==> config.mk <==
export PLATFORM = sky130hd
export DESIGN_NAME = inst_adr_table_flat
export DESIGN_NICKNAME = d
export VERILOG_FILES = /design/src/rtl/inst_adr_table_if.sv /design/src/rtl/inst_adr_table.sv /design/src/flat_wrapper.sv
export SDC_FILE = /design/constraint.sdc
export NUM_CORES = 2
export LEC_CHECK = 0
export CAP_MARGIN = 20
export CORE_UTILIZATION = 35
export CTS_BUF_LIST = sky130_fd_sc_hd__clkbuf_16
export DETAILED_ROUTE_END_ITERATION = 8
export PLACE_DENSITY = 0.47
export SYNTH_ARGS = -nofsm -noshare
export SYNTH_HDL_FRONTEND = slang
export SYNTH_SLANG_ARGS = --single-unit
==> constraint.sdc <==
create_clock -name clk -period 3.72 [get_ports clk]
set_input_delay 0.744 -clock clk [delete_from_list [all_inputs] [get_ports clk]]
set_output_delay 0.744 -clock clk [all_outputs]
set_load 0.05 [all_outputs]
==> src/rtl/inst_adr_table_if.sv <==
// Lookup/result/load channels of the opcode-to-template-address table.
// Every channel uses valid/ready: a transfer happens on a rising clk edge where both are 1;
// the source holds valid and payload stable until that edge, and ready may depend on valid.
interface inst_adr_table_if #(
    parameter int IN_W  = 9,
    parameter int OUT_W = 7
);
    logic             lk_valid;
    logic             lk_ready;
    logic [IN_W-1:0]  lk_index;
    logic             rs_valid;
    logic             rs_ready;
    logic [OUT_W-1:0] rs_addr;
    logic             rs_miss;
    logic             ld_valid;
    logic             ld_ready;
    logic [IN_W-1:0]  ld_index;
    logic [OUT_W-1:0] ld_data;
    logic             ld_clear;

    modport master (
        output lk_valid, lk_index, rs_ready, ld_valid, ld_index, ld_data, ld_clear,
        input  lk_ready, rs_valid, rs_addr, rs_miss, ld_ready
    );

    modport slave (
        input  lk_valid, lk_index, rs_ready, ld_valid, ld_index, ld_data, ld_clear,
        output lk_ready, rs_valid, rs_addr, rs_miss, ld_ready
    );
endinterface

==> src/rtl/inst_adr_table.sv <==
// Opcode index -> template address table with valid bits, swept clear after reset.
// Optional INST_ADR_TABLE_STATS_EN adds saturating hit/miss counters.
module inst_adr_table #(
    parameter int IN_W  = 9,
    parameter int OUT_W = 7
) (
    input  logic              clk,
    input  logic              rst_n,
    inst_adr_table_if.slave   bus,
    output logic              busy,
    output logic              dbg_state
`ifdef INST_ADR_TABLE_STATS_EN
    ,
    output logic [31:0]       hit_cnt,
    output logic [31:0]       miss_cnt
`endif
);
    localparam int DEPTH = 2**IN_W;

    typedef enum logic {ST_INIT = 1'b0, ST_RUN = 1'b1} state_t;

    state_t           state, state_nx;
    logic [IN_W-1:0]  clr_cnt;
    logic             run;

    logic [OUT_W-1:0] tbl_data [DEPTH];
    logic [DEPTH-1:0] tbl_vld;

    logic             lk_fire, ld_fire, byp, look_hit;
    logic [OUT_W-1:0] look_data;

    logic             rs_valid_q, rs_miss_q;
    logic [OUT_W-1:0] rs_addr_q;

    always_ff @(posedge clk or negedge rst_n) begin
        if (!rst_n) begin
            state   <= ST_INIT;
            clr_cnt <= '0;
        end else begin
            state <= state_nx;
            if (state == ST_INIT) clr_cnt <= clr_cnt + 1'b1;
        end
    end

    always_comb begin
        state_nx = state;
        busy     = 1'b1;
        run      = 1'b0;
        case (state)
            ST_INIT: if (clr_cnt == {IN_W{1'b1}}) state_nx = ST_RUN;
            ST_RUN: begin
                busy = 1'b0;
                run  = 1'b1;
            end
            default: state_nx = ST_INIT;
        endcase
    end

    assign dbg_state    = state;
    assign bus.ld_ready = run;
    assign bus.lk_ready = run && (!rs_valid_q || bus.rs_ready);
    assign lk_fire      = bus.lk_valid && bus.lk_ready;
    assign ld_fire      = bus.ld_valid && run;

    // Valid bits are swept during INIT, so neither array needs a reset term.
    always_ff @(posedge clk) begin
        if (state == ST_INIT)  tbl_vld[clr_cnt]      <= 1'b0;
        else if (ld_fire)      tbl_vld[bus.ld_index] <= !bus.ld_clear;
    end

    always_ff @(posedge clk) begin
        if (ld_fire && !bus.ld_clear) tbl_data[bus.ld_index] <= bus.ld_data;
    end

    // A write landing on the index being looked up wins over the stored entry.
    always_comb begin
        byp = ld_fire && (bus.ld_index == bus.lk_index);
        if (byp) begin
            look_hit  = !bus.ld_clear;
            look_data = bus.ld_data;
        end else begin
            look_hit  = tbl_vld[bus.lk_index];
            look_data = tbl_data[bus.lk_index];
        end
    end

    always_ff @(posedge clk or negedge rst_n) begin
        if (!rst_n) begin
            rs_valid_q <= 1'b0;
            rs_miss_q  <= 1'b0;
            rs_addr_q  <= '0;
        end else if (lk_fire) begin
            rs_valid_q <= 1'b1;
            rs_miss_q  <= !look_hit;
            rs_addr_q  <= look_hit ? look_data : {OUT_W{1'b1}};
        end else if (bus.rs_ready) begin
            rs_valid_q <= 1'b0;
        end
    end

    assign bus.rs_valid = rs_valid_q;
    assign bus.rs_miss  = rs_miss_q;
    assign bus.rs_addr  = rs_addr_q;

`ifdef INST_ADR_TABLE_STATS_EN
    always_ff @(posedge clk or negedge rst_n) begin
        if (!rst_n) begin
            hit_cnt  <= '0;
            miss_cnt <= '0;
        end else if (lk_fire) begin
            if (look_hit) begin
                if (hit_cnt != 32'hFFFF_FFFF) hit_cnt <= hit_cnt + 32'd1;
            end else begin
                if (miss_cnt != 32'hFFFF_FFFF) miss_cnt <= miss_cnt + 32'd1;
            end
        end
    end
`endif
endmodule
==> src/flat_wrapper.sv <==
// flat-port wrapper written by rule: the top's interface ports become plain ports
module inst_adr_table_flat 
#(
    parameter int IN_W  = 9,
    parameter int OUT_W = 7
)
  (clk, rst_n, busy, dbg_state, bus_lk_valid, bus_lk_index, bus_rs_ready, bus_ld_valid, bus_ld_index, bus_ld_data, bus_ld_clear, bus_lk_ready, bus_rs_valid, bus_rs_addr, bus_rs_miss, bus_ld_ready);
  inst_adr_table_if #(.IN_W(IN_W), .OUT_W(OUT_W)) bus_i ();
  input  logic clk;
  input  logic rst_n;
  output logic busy;
  output logic dbg_state;
  input wire logic [$bits(bus_i.lk_valid)-1:0] bus_lk_valid;
  input wire logic [$bits(bus_i.lk_index)-1:0] bus_lk_index;
  input wire logic [$bits(bus_i.rs_ready)-1:0] bus_rs_ready;
  input wire logic [$bits(bus_i.ld_valid)-1:0] bus_ld_valid;
  input wire logic [$bits(bus_i.ld_index)-1:0] bus_ld_index;
  input wire logic [$bits(bus_i.ld_data)-1:0] bus_ld_data;
  input wire logic [$bits(bus_i.ld_clear)-1:0] bus_ld_clear;
  output wire logic [$bits(bus_i.lk_ready)-1:0] bus_lk_ready;
  output wire logic [$bits(bus_i.rs_valid)-1:0] bus_rs_valid;
  output wire logic [$bits(bus_i.rs_addr)-1:0] bus_rs_addr;
  output wire logic [$bits(bus_i.rs_miss)-1:0] bus_rs_miss;
  output wire logic [$bits(bus_i.ld_ready)-1:0] bus_ld_ready;
  assign bus_i.lk_valid = bus_lk_valid;
  assign bus_i.lk_index = bus_lk_index;
  assign bus_i.rs_ready = bus_rs_ready;
  assign bus_i.ld_valid = bus_ld_valid;
  assign bus_i.ld_index = bus_ld_index;
  assign bus_i.ld_data = bus_ld_data;
  assign bus_i.ld_clear = bus_ld_clear;
  assign bus_lk_ready = bus_i.lk_ready;
  assign bus_rs_valid = bus_i.rs_valid;
  assign bus_rs_addr = bus_i.rs_addr;
  assign bus_rs_miss = bus_i.rs_miss;
  assign bus_ld_ready = bus_i.ld_ready;
  inst_adr_table #(.IN_W(IN_W), .OUT_W(OUT_W)) u_core (.clk(clk), .rst_n(rst_n), .bus(bus_i), .busy(busy), .dbg_state(dbg_state));
endmodule
==> impl_results.md <==
* Gr usage total at 0.225
* Mapped Nets at 9802
* Pins over their slew limit at 0
* IR Drop Worst-Case VDD at 0.427 mV
* Final period util at 0.983
* Synth area leaders: edfxtp_1, mux4_2, o21ai_0
* Post-CTS setup buffer count at 0
* Antenna violations before repair at 43
* Sequential cell area fraction in the yosys report at 0.715
* Area share of the largest cell type after synthesis at 0.713
* RR Startpoint: u_core.tbl_vld[213]$_DFFE_PP_
* Post-route DRC at 0
* Critical path class: in2reg
* Ys Warns at 0
* Main synth FF type: edfxtp_1
* Congestion Overflow GR at 0
* Footprint of the multi-input gates at 44000 um2
* Worst path slowest cell: nor3_1
* CP endpoint kind: register
* CTS tree: yes
* RR Endpoint: u_core.bus.rs_addr[6]$_DFFE_PN0P_
* Worst EP required at 4540 ps
* Vias at 102212
* Reg2reg setup slack at 160 ps
* Rows at 257
* Nets at 10964
* Dpl hpwl at 371 mm
* Worst-Skew Late Latency at 1030 ps
* Crit path capture: u_core.bus.rs_addr[3]$_DFFE_PN0P_
* Vias in the first global route at 102292
* Pre-Repair DR Iteration Count at 6
* CP startpoint kind: input port
* Netlist cell types at 82
* Status: finished, final reports clean
* Critical Path Source: bus_lk_index[1]
* Fmax at 0.274 GHz
* Layout area overhead at 18.7%
* Io pins at 44
* Clk sinks at 4115
* Skew final at 101 ps
* WL final at 572 mm
* Wirelength per Cell at 32.2 um
* EDFF count, synth at 4096
* FF/Latch Area at 123000 um2
* H-tree depth at 5
* Setup TNS at 0 ps
* Actual slew at the worst max-slew pin at 1160 ps
* Post-route ant nets at 0
* Pwr per Cell Area at 485 nW/um2
* Die area at 496000 um2
* Hold Crit Class: in2reg
* Async SR Flop Fraction at 0.00462
* Worst path max stage delay at 700 ps
* Setup violators final at 0
* GP Congestion at 0.861
* Post-synthesis cell count at 9766
* #FFs+latches synth at 4115
* Cells on worst reg2reg path at 10
* Core area at 490000 um2
* Largest net degree at the start of global routing at 193
* Commonest cells after routing, fill and taps aside: edfxtp_1, buf_4, o21ai_0, mux4_2, nor2_1
* Reg clk slew, reported paths at 60 ps
* Final Hold Viols at 0
* Synthesized area at 173000 um2
* Fin crit period at 3660 ps
* Commonest non-fill, non-tap cell in the layout: edfxtp_1
* Num CTS Buffers at 440
* Die X at 704 um
* Pleak at 65.6 nW
* Layout fillers at 43196
* Layout cell share with drive strength beyond 1 at 0.274
* Syn avg cell area at 17.7 um2
* Largest area contributor in the netlist: edfxtp_1
* Port Buffer Count at 43
* RSZ-0062 raised after global routing: no
* Arr. time, crit path at 4470 ps
* Global-route wire length before repair at 801 mm
* Die height at 704 um
* Starting Density at 0.352
* CP Cell Sequence: buf_8 > buf_4 > buf_12 > buf_4 > mux4_2 > nand2_1 > a21oi_1 > a21oi_1 > o311ai_0 > nor3_1 > nor2_1 > nand4_1 > a41oi_1
* Root buffer cell: clkbuf_16
* Via/cell ratio at 5.75
* Hold Worst Slack at 249 ps
* Crit-path max FO at 21
* Max Buffers Root-to-Sink at 4
* Initial DRC count at 12053
* Max Cap Viol at 0
* Slew headroom at 0.230
[logic make-up (layout without fill, tap and decap cells)]
family	Yosys count	in the layout	share of synthesized area
AO/OA/AOI/OAI	2344	2344	0.0855
XOR/XNOR	16	16	0.000812
adder cells (fa/ha/maj)	5	5	0.000362
buffers and inverters	926	2457	0.0316
flip-flops	4115	4115	0.715
multiplexers	1326	1326	0.141
other	0	7	0
AND/OR/NAND/NOR	1034	1034	0.0255
[report_power, final]
| part | switching, mW | internal (mW) |
|---|---|---|
| clock network | 18.8 | 24.2 |
| logic | 3.37 | 2.02 |
| registers | 0 | 50.9 |
[critical path, delay by kind of cell]
family	cells	cell delay [ps]
muxes	1	370
and+or+nand+nor	4	1300
buffers and inverters	4	1050
AOI/OAI and AO/OA	4	870
[per-layer routing]
metal	track usage	vias to the layer above	share of wire
li1	-	42562	-
met1	0.313	54267	0.42
met2	0.361	4487	0.47
met3	0.0371	890	0.074
met4	0.0682	6	0.034
met5	0	-	0.000065
[stage by stage]
stage / utilization / setup slack (ps) / instances / total power [mW] / cell area, um2
3_5_place_dp: 0.389 / -879 / 16959 / 57.3 / 191000
4_1_cts: 0.418 / 89.7 / 17771 / 100 / 205000
6_report: 0.418 / 64.6 / 17779 / 99.3 / 205000
3_3_place_gp: 0.389 / -965 / 16959 / 57.2 / 191000
2_1_floorplan: - / 515 / 9766 / 54.4 / 173000
5_1_grt: 0.418 / 90.6 / 17773 / 102 / 205000
[how the worst min path moves through the flow]
stage | startpoint | endpoint | slack (ps) | cells past startpoint
2_1_floorplan | rst_n | u_core.bus.rs_addr[0]$_DFFE_PN0P_ | 450 | 0
3_3_place_gp | u_core.clr_cnt[5]$_DFFE_PN0N_ | u_core.clr_cnt[5]$_DFFE_PN0N_ | 520 | 1
3_5_place_dp | u_core.clr_cnt[5]$_DFFE_PN0N_ | u_core.clr_cnt[5]$_DFFE_PN0N_ | 520 | 1
4_1_cts | bus_ld_data[5] | u_core.tbl_data[216][5]$_DFFE_PP_ | 160 | 1
5_1_grt | bus_ld_data[5] | u_core.tbl_data[475][5]$_DFFE_PP_ | 200 | 1
6_report | bus_ld_data[5] | u_core.tbl_data[475][5]$_DFFE_PP_ | 250 | 1
[state kept, by name, summed over array words and instances, names as in the netlist]
| signal | count |
|---|---|
| u_core.bus.rs_addr | 7 |
| u_core.dbg_state | 1 |
| u_core.clr_cnt | 9 |
| u_core.tbl_vld | 512 |
| u_core.bus.rs_miss | 1 |
| u_core.bus.rs_valid | 1 |
| u_core.tbl_data | 3584 |
[synth_stat cells (all sizes together), types with 4 or more instances]
cell type / n
edfxtp: 4096
o21ai: 1100
mux4: 845
clkbuf: 606
nor2: 585
o211ai: 528
mux2i: 457
buf: 309
nand2: 223
a22oi: 180
a21oi: 154
o221ai: 124
o22ai: 78
nor3: 55
a221oi: 51
nand3: 40
nor2b: 29
a211oi: 26
mux2: 24
dfrtp: 19
a22o: 17
and2: 16
nand4: 16
xnor2: 15
a2111oi: 13
nand2b: 13
a32oi: 11
nor4: 11
nor3b: 9
o311ai: 8
a311oi: 7
o2111ai: 7
o21a: 7
or4: 7
a31oi: 6
or2: 6
ha: 5
inv: 5
nand4b: 5
o21bai: 5
or3: 5
a222oi: 4
and3: 4
o41ai: 4
[layout make-up]
cell class	count	share of cell area
Timing Repair Buffer	1638	0.0735
Sequential cell	4115	0.603
Clock inverter	367	0.0146
Clock buffer	444	0.0542
Tap cell	6475	0.0396
Antenna cell	7	0.0000855
Inverter	8	0.000220
Multi-Input combinational cell	4725	0.215
[repair_timing]
item / 4_1_cts / 5_1_grt
hold buffers: 1 / 0
endpoints found under the setup margin: 1 / 0
endpoints found under the hold margin: 9 / 0
resized for setup: 1 / 0
(Power assumes the default switching activity.)
